### src/rtl/sign_extension_pkg.sv
// sign_extension_pkg: shared widths for the decode-stage immediate extender
package sign_extension_pkg;
  localparam int REG_WIDTH = 32;
  localparam int IMM_WIDTH = 16;
  localparam int OFFSET_SHIFT = 2;
endpackage

### src/rtl/sign_ext_core.sv
// sign_ext_core: parameterised immediate extender with zero/sign select
module sign_ext_core #(
  parameter int IN_WIDTH = 16,
  parameter int OUT_WIDTH = 32
) (
  input  logic [IN_WIDTH-1:0]  imm,
  input  logic                 zero_ext,
  output logic [OUT_WIDTH-1:0] ext
);
  assign ext = {{(OUT_WIDTH-IN_WIDTH){imm[IN_WIDTH-1] & ~zero_ext}}, imm};
endmodule

### src/rtl/sign_extension.sv
// sign_extension: combinational sign extension plus a lock-gated staged immediate and word offset
module sign_extension
  import sign_extension_pkg::*;
#(
  parameter int IN_WIDTH = IMM_WIDTH,
  parameter int OUT_WIDTH = REG_WIDTH
) (
  input  logic                 I_CLOCK,
  input  logic                 I_RESET_N,
  input  logic [IN_WIDTH-1:0]  In,
  output logic [OUT_WIDTH-1:0] Out,
  input  logic                 I_LOCK,
  input  logic                 I_ZeroExt,
  output logic [OUT_WIDTH-1:0] O_ImmQ,
  output logic [OUT_WIDTH-1:0] O_OffsetQ,
  output logic                 O_ValidQ
);
  logic [OUT_WIDTH-1:0] ext;
  if (OUT_WIDTH <= IN_WIDTH + OFFSET_SHIFT) begin : g_width_check
    $error("sign_extension: OUT_WIDTH must exceed IN_WIDTH + 2");
  end
  sign_ext_core #(.IN_WIDTH(IN_WIDTH), .OUT_WIDTH(OUT_WIDTH)) u_comb (
    .imm(In),
    .zero_ext(1'b0),
    .ext(Out)
  );
  sign_ext_core #(.IN_WIDTH(IN_WIDTH), .OUT_WIDTH(OUT_WIDTH)) u_stage (
    .imm(In),
    .zero_ext(I_ZeroExt),
    .ext(ext)
  );
  // offset drops the top bits on purpose: branch targets wrap, they never saturate
  always_ff @(posedge I_CLOCK or negedge I_RESET_N)
    if (!I_RESET_N) begin
      O_ImmQ <= '0;
      O_OffsetQ <= '0;
      O_ValidQ <= 1'b0;
    end else if (I_LOCK) begin
      O_ImmQ <= ext;
      O_OffsetQ <= {ext[OUT_WIDTH-OFFSET_SHIFT-1:0], {OFFSET_SHIFT{1'b0}}};
      O_ValidQ <= 1'b1;
    end
endmodule

### config.mk
export PLATFORM = sky130hd
export DESIGN_NAME = sign_extension
export DESIGN_NICKNAME = d
export VERILOG_FILES = /design/src/rtl/sign_extension_pkg.sv /design/src/rtl/sign_ext_core.sv /design/src/rtl/sign_extension.sv
export SDC_FILE = /design/constraint.sdc
export NUM_CORES = 1
export LEC_CHECK = 0
export ABC_AREA = 1
export ABC_CLOCK_PERIOD_IN_PS = 1200
export BUFFER_PORTS_ARGS = -buffer_cell sky130_fd_sc_hd__buf_2
export CAP_MARGIN = 20
export CORE_ASPECT_RATIO = 1.4
export CORE_MARGIN = 1
export CORE_UTILIZATION = 38
export CTS_CLUSTER_DIAMETER = 80
export DETAILED_ROUTE_END_ITERATION = 12
export PLACE_DENSITY = 0.81
export SLEW_MARGIN = 5
export SYNTH_ARGS = -nofsm -noshare
export SYNTH_HDL_FRONTEND = slang
export SYNTH_SLANG_ARGS = --single-unit
export TNS_END_PERCENT = 5
### constraint.sdc
create_clock -name I_CLOCK -period 1.2 [get_ports I_CLOCK]
set_input_delay 0.12 -clock I_CLOCK [delete_from_list [all_inputs] [get_ports I_CLOCK]]
set_output_delay 0.12 -clock I_CLOCK [all_outputs]
set_load 0.01 [all_outputs]
Word level (Yosys, flattened, before mapping)
Cells that the tools add are included.

storage, ports and cells
  flip-flop bits (word level) = 35
  input port bits = 20
  output and inout bits = 97

operators by class
  bitwise gates (word level) = 2

operators by type and width
  kind               count
  bitwise AND 1 bit  1
  NOT 1 bit          1

Logic depth before layout (Yosys ltp)
Gate-level depths: netlist of the first run.

  depth after elaboration = 2
  gate-level depth with buffers = 5
  gate-level depth less buffers = 3

By module
Synthesis of the first run repeated with hierarchy kept, for this count alone.

second synthesis, totals
  cell total of the unflattened synthesis = 237
  area total of the unflattened synthesis = 1,995.7 sq um

by module, submodules not included
  module          times used  cells an instance  area each (sq um)
  sign_extension  1           171                1,510.2
  sign_ext_core   2           33                 242.7

Worst setup path before layout of the first run
No wires, ideal clock.

  path type = register to output
  from = reg O_ImmQ[16] (netlist name)
  to = out O_ImmQ[17]
  stages on the path, launching flop included = 2
  data required time = 1.080 ns
  path slack = 0.044 ns
  arrival time = 1.036 ns
  cell sequence = dfrtp_1 > buf_4

RTL lines
  what       RTL line              source
  to (decl)  sign_extension.sv:14  output logic [OUT_WIDTH-1:0] O_ImmQ,

No word-level cell between the ends.

==> summary.md, run 1 <==
| Metric | Value |
|---|---|
| Leakage power | ~0.9 nW |
| Worst hold path type | in2reg |
| DR vias | about 900 |
| Top_reg_cell synth | dfrtp_1 |
| Final hold vios | 0 |
| Yosys warns | 0 |
| Startpoint type of the worst setup path | flip-flop |
| # IOs | roughly 120 |
| Area of the multi-input gates | 219 µm² |
| Worst skew pair latency | roughly 250 ps |
| Die height | just over 70 µm |
| Most frequent cells after synthesis | buf_4 (79), nand2_1 (45), dfrtp_1 (18) |
| Starting Density | 0.409 |
| Die ar. | roughly 3700 µm² |
| Met3 wire len | between 100 and 150 µm |
| Root Driver | clkbuf_8 |
| Setup ws final | ~120 ps |
| H-tree depth | 1 |
| Layout Cells excl Fill | 233 |
| Final period utilization | 0.901 |
| GPL Wtd Cong | about 0.62 |
| Final ANT Viol Nets | 0 |
| Dominant cells by area after synthesis | buf_4 (45%), dfrtp_1 (34%), nand2_1 (13%) |
| Register bit count reported by yosys | 18 |
| Crit. End Element | primary output |
| CP max FO | 30 |
| M1 WL | 946 µm |
| Maximum VDD drop | 0.000697 V |
| Register area share after synthesis | 0.343 |
| Vias per cell | roughly 3.9 |
| Final #Nets | 215 |
| Max-slew violations | 0 |
| Hold Startpoint | In[13] |
| RR Startpoint | O_ValidQ$_DFFE_PN0P_ |
| Final setup violation count | 0 |
| Max-Cap Viols | 0 |
| Clk slew on worst S/H paths | 70 ps |
| Min Tclk post-route | roughly 1100 ps |
| Initial DRC Count | 15 |
| Largest net degree at the start of global routing | 31 |
| Num CTS Buffers | 3 |
| Max Freq | ~930 MHz |
| Met2 wire len | around 1300 µm |
| Vias in the first global route | between 700 and 800 |
| WP data required | about 1100 ps |
| WL/cell | ~10 µm |
| # DRC | 0 |
| DR top layer | met4 |
| Arrival time at the worst endpoint | approximately 960 ps |
| FF+latch area | about 450 µm² |
| Max Root-Sink Buffers | 2 |
| I/O Buffers | approximately 110 |
| Unrepaired setup endpoints after global routing | false |
| Setup Total Neg Slack | 0 ps |
| Worst Hold Slack | about 77 ps |
| Clk_skew | 0 ps |
| Design area | around 1400 µm² |
| GRT Overall Usage | 0.128 |
| Syn Inst Count | 155 |
| Final HPWL DP | 1920 µm |
| Area of the core | about 3200 µm² |
| CTS tree | built |
| Row count | 24 |
| Clock Sinks | 18 |
| Total power draw | 1.69 mW |
| Final core occ | 0.430 |
| Die width | about 52 µm |
| Async SR Flop Fraction | 1.00 |
| Status | finished clean |
| Fill cells | between 300 and 400 |
| Cell area after synthesis | 1310 µm² |
| Post-synth EDFFs | 0 |
| Area growth syn-to-layout | 5.05% |
| WL final | 2430 µm |
| Area fraction of the dominant cell type after synthesis | 0.451 |
| Max incr delay on CP | 370 ps |
| CP cell instances | buf_6 > buf_2 |
| Placed Cells | roughly 230 |
| Pwr dens | roughly 1200 nW/µm² |
| Crit Path Category | reg2out |
| Largest area contributor in the netlist | buf_4 |
| # diodes | 0 |
| Setup WS pre-CTS | about 330 ps |
| Synth Area per Inst | 8.48 µm² |
| First-pass iteration count of the detailed router | 4 |
| First-pass GRT wire length | about 3600 µm |
| Initial antenna violation count | 0 |
| Number of distinct library cells after synthesis | 12 |
| Most frequent cell after synthesis | buf_4 |
| GR Overflow Total | 0 |
| Critical path origin | O_ImmQ[16]$_DFFE_PN0P_ |
| Fraction of layout cells with a size suffix above 1 | 0.649 |
| Area post-placement | about 1300 µm² |
| Crit path max-delay cell type | dfrtp_1 |
[registers in the layout, indices dropped and copies added (netlist names)]
name / cells
O_ImmQ: 17
O_ValidQ: 1
[cells in the final DEF (no fill, tap or decap), drive strengths merged]
master	netlist	final
dlygate4sd3	0	1
or2	1	1
inv	2	2
buf	81	115
clkbuf	1	4
conb	1	2
dfrtp	18	18
nand3	1	1
nand2	50	50
[worst max-delay path, delay by kind of cell (launching register included)]
| family | cells | cell delay (ps) |
|---|---|---|
| flip-flops | 1 | 370 |
| buffers and inverters | 2 | 340 |
[logic make-up after synthesis]
family,synth area share
DFF,0.343
buffers and inverters,0.493
other,0.00285
and+or+nand+nor,0.161
[layout make-up]
cell class | count | share of cell area
tap | 39 | 0.0354
multi-input combinational | 54 | 0.159
sequential | 18 | 0.326
timing repair buffer | 116 | 0.429
clock buffer | 4 | 0.0399
inverter | 2 | 0.0109
[report_power, final]
group          switching (mW)  leakage [nW]  total [mW]  internal (mW)
clock network           0.201        0.0288       0.492          0.291
logic                   0.291         0.664       0.497          0.206
registers              0.0390         0.217       0.696          0.657
[repair_timing]
item                                    in CTS  in global routing
gates resized for setup                      0                  1
hold buffers                                 1                  0
setup buffers                                0                  0
hold endpoints to repair                    18                  0
endpoints found under the setup margin       0                  3
[per-layer routing]
metal | vias to the layer above | GRT usage
met4 | 0 | 0.0541
li1 | 457 | -
met3 | 2 | 0.0127
met1 | 412 | 0.156
met5 | - | 0
met2 | 42 | 0.224
[final timing paths]
kind	endpoint	slack (ps)	depth (start not counted)
setup / recovery	O_OffsetQ[29]	120	2
hold / removal	O_ImmQ[13]$_DFFE_PN0P_	80	3
setup reg to reg	O_ValidQ$_DFFE_PN0P_	450	1
hold reg to reg	O_ValidQ$_DFFE_PN0P_	470	1
max in group asynchronous	O_ImmQ[9]$_DFFE_PN0P_	580	2
min in group asynchronous	O_ImmQ[0]$_DFFE_PN0P_	330	2
Power figures use the tool's default switching activity.
==> run 2, diff against run 1 <==
- CORE_UTILIZATION: 38 -> 40
- PLACE_DENSITY: 0.81 -> 0.74
- SYNTH_HIERARCHICAL: default -> 1
==> run 2 against run 1 <==
Net effect: cell count is 41% higher; critical path type unchanged; total power grew 71%; core utilization down 0.11 points.
==> summary.md, run 2 <==
| Metric | Value |
|---|---|
| Top_reg_cell synth | dfrtp_1 |
| Leakage power | 1.30 nW (+43%) |
| Most frequent cell after synthesis | buf_4 |
| Post-synth EDFFs | 0 (unchanged) |
| # IOs | 117 (unchanged) |
| Final setup violation count | 0 (unchanged) |
| # diodes | 0 (unchanged) |
| Max Freq | 1050 MHz (+14%) |
| Post-CTS Hold Buffers | 1 (unchanged) |
| Clk slew on worst S/H paths | 70 ps (about the same) |
| Hold-critical path endpoint | O_ImmQ[2]$_DFFE_PN0P_ |
| Layout Cells excl Fill | 328 (+41%) |
| Setup WS pre-CTS | 269 ps (-62.8 ps) |
| Clock Power Share | 0.369 (+0.077) |
| Area post-placement | 1930 µm² (+47%) |
| # resized after CTS | 0 (unchanged) |
| Area fraction of the dominant cell type after synthesis | 0.414 (-0.0376) |
| Post-CTS Setup Bufs | 0 (unchanged) |
| Crit. End Element | primary output |
| Hold Path Cell Cnt | 3 (unchanged) |
| Max incr delay on CP | 400 ps (+30 ps) |
| Vias per cell | 4.01 (+2.4%) |
| Worst hold path type | in2reg |
| H-tree depth | 2 (+1) |
| Largest net degree at the start of global routing | 34 (+9.7%) |
| Sequential power share | 0.438 (+0.025) |
| Cell area after synthesis | 2000 µm² (+52%) |
| Buf+Inv Stages, Crit Path | 1 (-1) |
| Post-Synth XOR/XNOR Area | 0 (unchanged) |
| GR Overflow Total | 0 (unchanged) |
| R2R depth | 1 (unchanged) |
| Number of flip-flops in the largest register | 32 (+15) |
| Dominant cells by area after synthesis | dfrtp_1 (41%), buf_4 (36%), nand2_1 (18%) |
| Biggest regs | O_ImmQ: 32 flops, O_ValidQ: 1 flops |
| Crit path max-delay cell type | dfrtp_1 |
| Initial antenna violation count | 0 (unchanged) |
| Status | finished clean |
| WP data required | 1080 ps (about the same) |
| Crit Path Category | reg2out |
| Die height | 85.6 µm (+20%) |
| Hold Startpoint | In[2] |
| Most frequent cells after synthesis | buf_4 (97), nand2_1 (96), dfrtp_1 (33) |
| Most frequent cells in the layout | buf_2 (114), nand2_1 (96), dfrtp_1 (33) |
| Critical path's top delay family | flip-flops |
| Min Tclk post-route | 949 ps (-132 ps) |
| I/O Buffers | 114 (unchanged) |
| Final period utilization | 0.791 (-0.110) |
| Largest area contributor in the netlist | dfrtp_1 |
| Row count | 30 (+25%) |
| First-pass iteration count of the detailed router | 4 (unchanged) |
| Biggest register | O_ImmQ |
| Die ar. | 5280 µm² (+43%) |
| R2r setup slk | 450 ps (about the same) |
| Power share of the combinational group | 0.193 (-0.102) |
| P_int | 2.11 mW (+83%) |
| Async SR Flop Fraction | 1.00 (unchanged) |
| Number of distinct library cells after synthesis | 9 (-3) |
| Commonest non-fill, non-tap cell in the layout | buf_2 |
| Die width | 61.7 µm (+19%) |
| Total power draw | 2.89 mW (+71%) |
| Yosys warns | 6 (+6) |
| Arrival time at the worst endpoint | 830 ps (-130 ps) |
| Design area | 2060 µm² (+49%) |
| GPL Wtd Cong | 0.750 (+22%) |
| Syn Inst Count | 237 (+53%) |
| Mux contribution to synthesized area | 0 (unchanged) |
| Placed Cells | 319 (+40%) |
| DR vias | 1316 (+44%) |
| Unrepaired setup endpoints after global routing | false |
| Final HPWL DP | 2270 µm (+18%) |
| CP cell instances | buf_2 |
| Max-slew violations | 0 (unchanged) |
| Starting Density | 0.415 (+0.00649) |
| Final hold vios | 0 (unchanged) |
| Fill cells | 528 (+54%) |
| Pwr dens | 1400 nW/µm² (+15%) |
| Net switching power | 0.778 mW (+46%) |
| GRT Overall Usage | 0.124 (-0.00438) |
| Main combinational cell family by area after synthesis | buffers and inverters |
| Final ANT Viol Nets | 0 (unchanged) |
| WL/cell | 9.70 µm (-6.8%) |
| Startpoint type of the worst setup path | flip-flop |
| FF-to-FF End | O_ValidQ$_DFFE_PN0P_ |
| # DRC | 0 (unchanged) |
| Max Root-Sink Buffers | 2 (unchanged) |
| Setup Total Neg Slack | 0 ps (unchanged) |
| Num CTS Buffers | 5 (+2) |
| Setup ws final | 251 ps (+132 ps) |
| Compound-Gate Fraction of Synth Area | 0 (unchanged) |
| Register area share after synthesis | 0.414 (+0.0709) |
| Clk_skew | 0 ps (unchanged) |
| CP max FO | 3 (-90%) |
| Area growth syn-to-layout | 3.13% |
| Maximum VDD drop | 0.000599 V (-14%) |
| Sw Share | 0.269 (-0.0458) |
| Register bit count reported by yosys | 33 (+15) |
| RR Startpoint | O_ValidQ$_DFFE_PN0P_ |
| Synth Area in Adders | 0 (unchanged) |
| Simple-gate portion of the synthesized area | 0.190 (+0.0290) |
| Max-Cap Viols | 0 (unchanged) |
| FF+latch area | 826 µm² (+83%) |
| Vias in the first global route | 1043 (+39%) |
| WL final | 3180 µm (+31%) |
| Final #Nets | 283 (+32%) |
| Root Driver | clkbuf_8 |
| Worst skew pair latency | 280 ps (+30 ps) |
| Synth Area per Inst | 8.42 µm² (-0.65%) |
| Fraction of layout cells with a size suffix above 1 | 0.489 (-0.161) |
| Area of the multi-input gates | 390 µm² (+78%) |
| Initial DRC Count | 52 (+37) |
| Clock Sinks | 33 (+15) |
| First-pass GRT wire length | 4800 µm (+34%) |
| CTS tree | built |
| Area of the core | 4800 µm² (+50%) |
run 2: power by group through the flow:
stage	combinational, mW	clock [mW]	sequential [mW]
2_1_floorplan	0.484	0	1.33
3_3_place_gp	0.559	0	1.28
3_5_place_dp	0.567	0	1.29
4_1_cts	0.570	1.11	1.27
5_1_grt	0.624	1.16	1.28
6_report	0.556	1.07	1.26
run 2: stage by stage:
stage / hold slack (ps) / util
4_1_cts: 33.7 / 0.428
5_1_grt: 53.1 / 0.428
2_1_floorplan: -176 / -
6_report: 46.2 / 0.428
3_5_place_dp: 91.1 / 0.401
3_3_place_gp: 90.2 / 0.401
run 2: worst max path at each step:
stage                                     start                     end  slack (ps)  cells past startpoint
after floorplan                          In[15]                 Out[17]         330                      3
after global placement                   I_LOCK   O_ImmQ[9]$_DFFE_PN0P_         290                      4
after detailed placement                 I_LOCK  O_ImmQ[12]$_DFFE_PN0P_         270                      4
after CTS                 O_ImmQ[9]$_DFFE_PN0P_           O_OffsetQ[11]         230                      1
after global routing                     In[15]                 Out[31]         210                      4
final                     O_ImmQ[1]$_DFFE_PN0P_               O_ImmQ[1]         250                      1
run 2: per-layer routing:
| layer | part of all wire | vias up | track usage |
|---|---|---|---|
| met3 | 0.059 | 8 | 0.0317 |
| met1 | 0.39 | 587 | 0.142 |
| li1 | - | 658 | - |
| met4 | 0.029 | 0 | 0.0667 |
| met5 | 0 | - | 0 |
| met2 | 0.52 | 63 | 0.203 |
run 2: logic make-up (layout without fill, tap and decap cells):
| family | after synthesis | in the layout |
|---|---|---|
| buf+inv | 104 | 129 |
| flops | 33 | 33 |
| other cells | 1 | 3 |
| simple gates | 99 | 99 |
run 2: layout make-up:
cell class,instances,share of cell area
Timing Repair Buffer,118,0.305
Multi-Input combinational cell,102,0.190
Tap cell,64,0.0389
Clock buffer,6,0.0401
Sequential cell,33,0.401
Inverter,3,0.00669
Clock inverter,2,0.0182
==> run 3, diff against run 2 <==
- ABC_CLOCK_PERIOD_IN_PS: 1200 -> 890
- clock period: 1.2 -> 0.89 ns (I/O delays scaled with it)
==> run 3 against run 2 <==
Net effect: the flow now finishes with violations (negative setup slack); clock power up 34%; register-to-register slack worse by 330 ps; sequential share of layout area fell by 0.67 points; largest power group unchanged.
==> summary.md, run 3 (synthesized netlist as in run 2, its figures left out) <==
| Metric | Value |
|---|---|
| Commonest non-fill, non-tap cell in the layout | buf_2 |
| Fraction of layout cells with a size suffix above 1 | 0.489 (about the same) |
| Most frequent cells in the layout | buf_2 (113), nand2_1 (96), dfrtp_1 (33) |
| Die ar. | 5280 µm² (unchanged) |
| Largest net degree at the start of global routing | 34 (unchanged) |
| Design area | 2090 µm² (+1.7%) |
| Max Root-Sink Buffers | 2 (unchanged) |
| Vias in the first global route | 1066 (+2.2%) |
| Area post-placement | 1950 µm² (+1.0%) |
| # diodes | 0 (unchanged) |
| Sequential power share | 0.435 (-0.003) |
| Final #Nets | 285 (+0.71%) |
| Final hold vios | 0 (unchanged) |
| Worst Hold Slack | 21.6 ps (-24.6 ps) |
| WP data required | 800 ps (-280 ps) |
| Final setup violation count | 55 (+55) |
| Die width | 61.7 µm (unchanged) |
| Num CTS Buffers | 5 (unchanged) |
| RR Startpoint | O_ValidQ$_DFFE_PN0P_ |
| FF-to-FF End | O_ValidQ$_DFFE_PN0P_ |
| Max Freq | 1090 MHz |
| Biggest register | O_ImmQ |
| Worst hold path type | in2reg |
| # DRC | 0 (unchanged) |
| Min Tclk post-route | roughly 900 ps |
| Max-slew violations | 0 (unchanged) |
| R2R depth | 1 (unchanged) |
| Sw Share | 0.269 (-0.000283) |
| I/O Buffers | 114 (unchanged) |
| Number of flip-flops in the largest register | 32 (unchanged) |
| DR vias | 1320 (+0.30%) |
| # IOs | 117 (unchanged) |
| Arrival time at the worst endpoint | 830 ps (about the same) |
| First-pass iteration count of the detailed router | 4 (unchanged) |
| Die height | 85.6 µm (unchanged) |
| Final period utilization | 1.03 |
| Vias per cell | 4.00 (-0.30%) |
| Levels on crit path | 1 (unchanged) |
| P_int | 2.86 mW (+36%) |
| Root Driver | clkbuf_8 |
| First-pass GRT wire length | 5100 µm (+6.3%) |
| WL/cell | 10.4 µm (+7.0%) |
| Area of the core | 4800 µm² (unchanged) |
| Initial DRC Count | 40 (-23%) |
| Startpoint type of the worst setup path | flip-flop |
| Power share of the combinational group | 0.198 (+0.005) |
| Fill cells | 527 (-0.19%) |
| Critical path's top delay family | flip-flops |
| R2r setup slk | 120 ps (-330 ps) |
| Clock Sinks | 33 (unchanged) |
| Net switching power | 1.05 mW (+35%) |
| Final ANT Viol Nets | 0 (unchanged) |
| Clk slew on worst S/H paths | 70 ps (about the same) |
| H-tree depth | 2 (unchanged) |
| WL final | 3430 µm (+7.7%) |
| CP cell instances | buf_2 |
| Final HPWL DP | 2510 µm (+11%) |
| Crit path max-delay cell type | dfrtp_1 |
| Worst skew pair latency | 280 ps (about the same) |
| Hold Startpoint | In[9] |
| Setup ws final | -30.0 ps (-281 ps) |
| Area growth syn-to-layout | 4.89% |
| Row count | 30 (unchanged) |
| Pwr dens | 1870 nW/µm² (+33%) |
| Biggest regs | O_ImmQ: 32 flops, O_ValidQ: 1 flops |
| Unrepaired setup endpoints after global routing | true |
| Max-Cap Viols | 0 (unchanged) |
| Status | complete, but fails checks |
| GR Overflow Total | 0 (unchanged) |
| Total power draw | 3.91 mW (+36%) |
| Crit. End Element | primary output |
| Failing checks | negative setup slack |
| CTS tree | built |
| GPL Wtd Cong | 0.746 (-0.44%) |
| Leakage power | 1.32 nW (+1.5%) |
| Crit Path Category | reg2out |
| Maximum VDD drop | 0.000811 V (+36%) |
| Buf+Inv Stages, Crit Path | 1 (unchanged) |
| Critical path origin | O_ImmQ[17]$_DFFE_PN0P_ |
| Starting Density | 0.415 (unchanged) |
| Clock Power Share | 0.366 (-0.003) |
| CP max FO | 3 (unchanged) |
| GRT Overall Usage | 0.135 (+0.0114) |
| Initial antenna violation count | 0 (unchanged) |
| Max incr delay on CP | 400 ps (about the same) |
| Clk_skew | 0 ps (unchanged) |
| Worst Setup EP | O_OffsetQ[19] |
## run 3: cell count changes in the layout (fill, tap and decap cells not counted), sizes merged
| cell | delta |
|---|---|
| buf | +2 |
| clkbuf | +1 |
| clkinvlp | -1 |
## run 3: how the worst min path moves through the flow
stage                                   to  depth (start not counted)  slack [ps]
global route         O_ImmQ[8]$_DFFE_PN0P_                          3          10
floorplan            O_ImmQ[0]$_DFFE_PN0P_                          0        -210
detailed placement  O_ImmQ[11]$_DFFE_PN0P_                          2          60
global placement    O_ImmQ[11]$_DFFE_PN0P_                          2          60
finish               O_ImmQ[9]$_DFFE_PN0P_                          3          20
CTS                  O_ImmQ[4]$_DFFE_PN0P_                          3          10
## run 3: power by group through the flow
stage	clock [mW]	sequential [mW]	combinational [mW]
floorplan	0	1.79	0.653
global placement	0	1.73	0.764
detailed placement	0	1.73	0.782
CTS	1.49	1.71	0.787
global route	1.57	1.72	0.866
finish	1.43	1.70	0.776
## run 3: metrics by stage
step	TNS (ps)	instances	util	setup slack, ps
6_report	-662	330	0.436	-30.0
5_1_grt	-3570	330	0.436	-75.5
4_1_cts	-1820	329	0.433	-46.9
3_5_place_dp	0	320	0.405	28.5
3_3_place_gp	0	320	0.405	55.6
2_1_floorplan	0	239	-	77.3
## run 3: timing repair
action / in CTS / in global routing
buffers inserted: 0 / 1
endpoints found under the setup margin: 63 / 79
endpoints found under the hold margin: 33 / 0
hold buffers: 1 / 0
gates resized for setup: 1 / 1
## run 3: metal layers
metal | global-route usage | routed length (µm)
met1 | 0.146 | 1290
met3 | 0.0407 | 215
met2 | 0.230 | 1860
met4 | 0.0667 | 67
met5 | 0 | 0
## run 3: area by class of cell
class / count / area [µm²] / area share
Timing Repair Buffer: 120 / 662 / 0.316
Multi-Input combinational cell: 102 / 395 / 0.189
Sequential cell: 33 / 826 / 0.395
Clock buffer: 7 / 86.3 / 0.0412
Tap cell: 64 / 80.1 / 0.0383
Clock inverter: 1 / 30.0 / 0.0143
Inverter: 3 / 13.8 / 0.00658
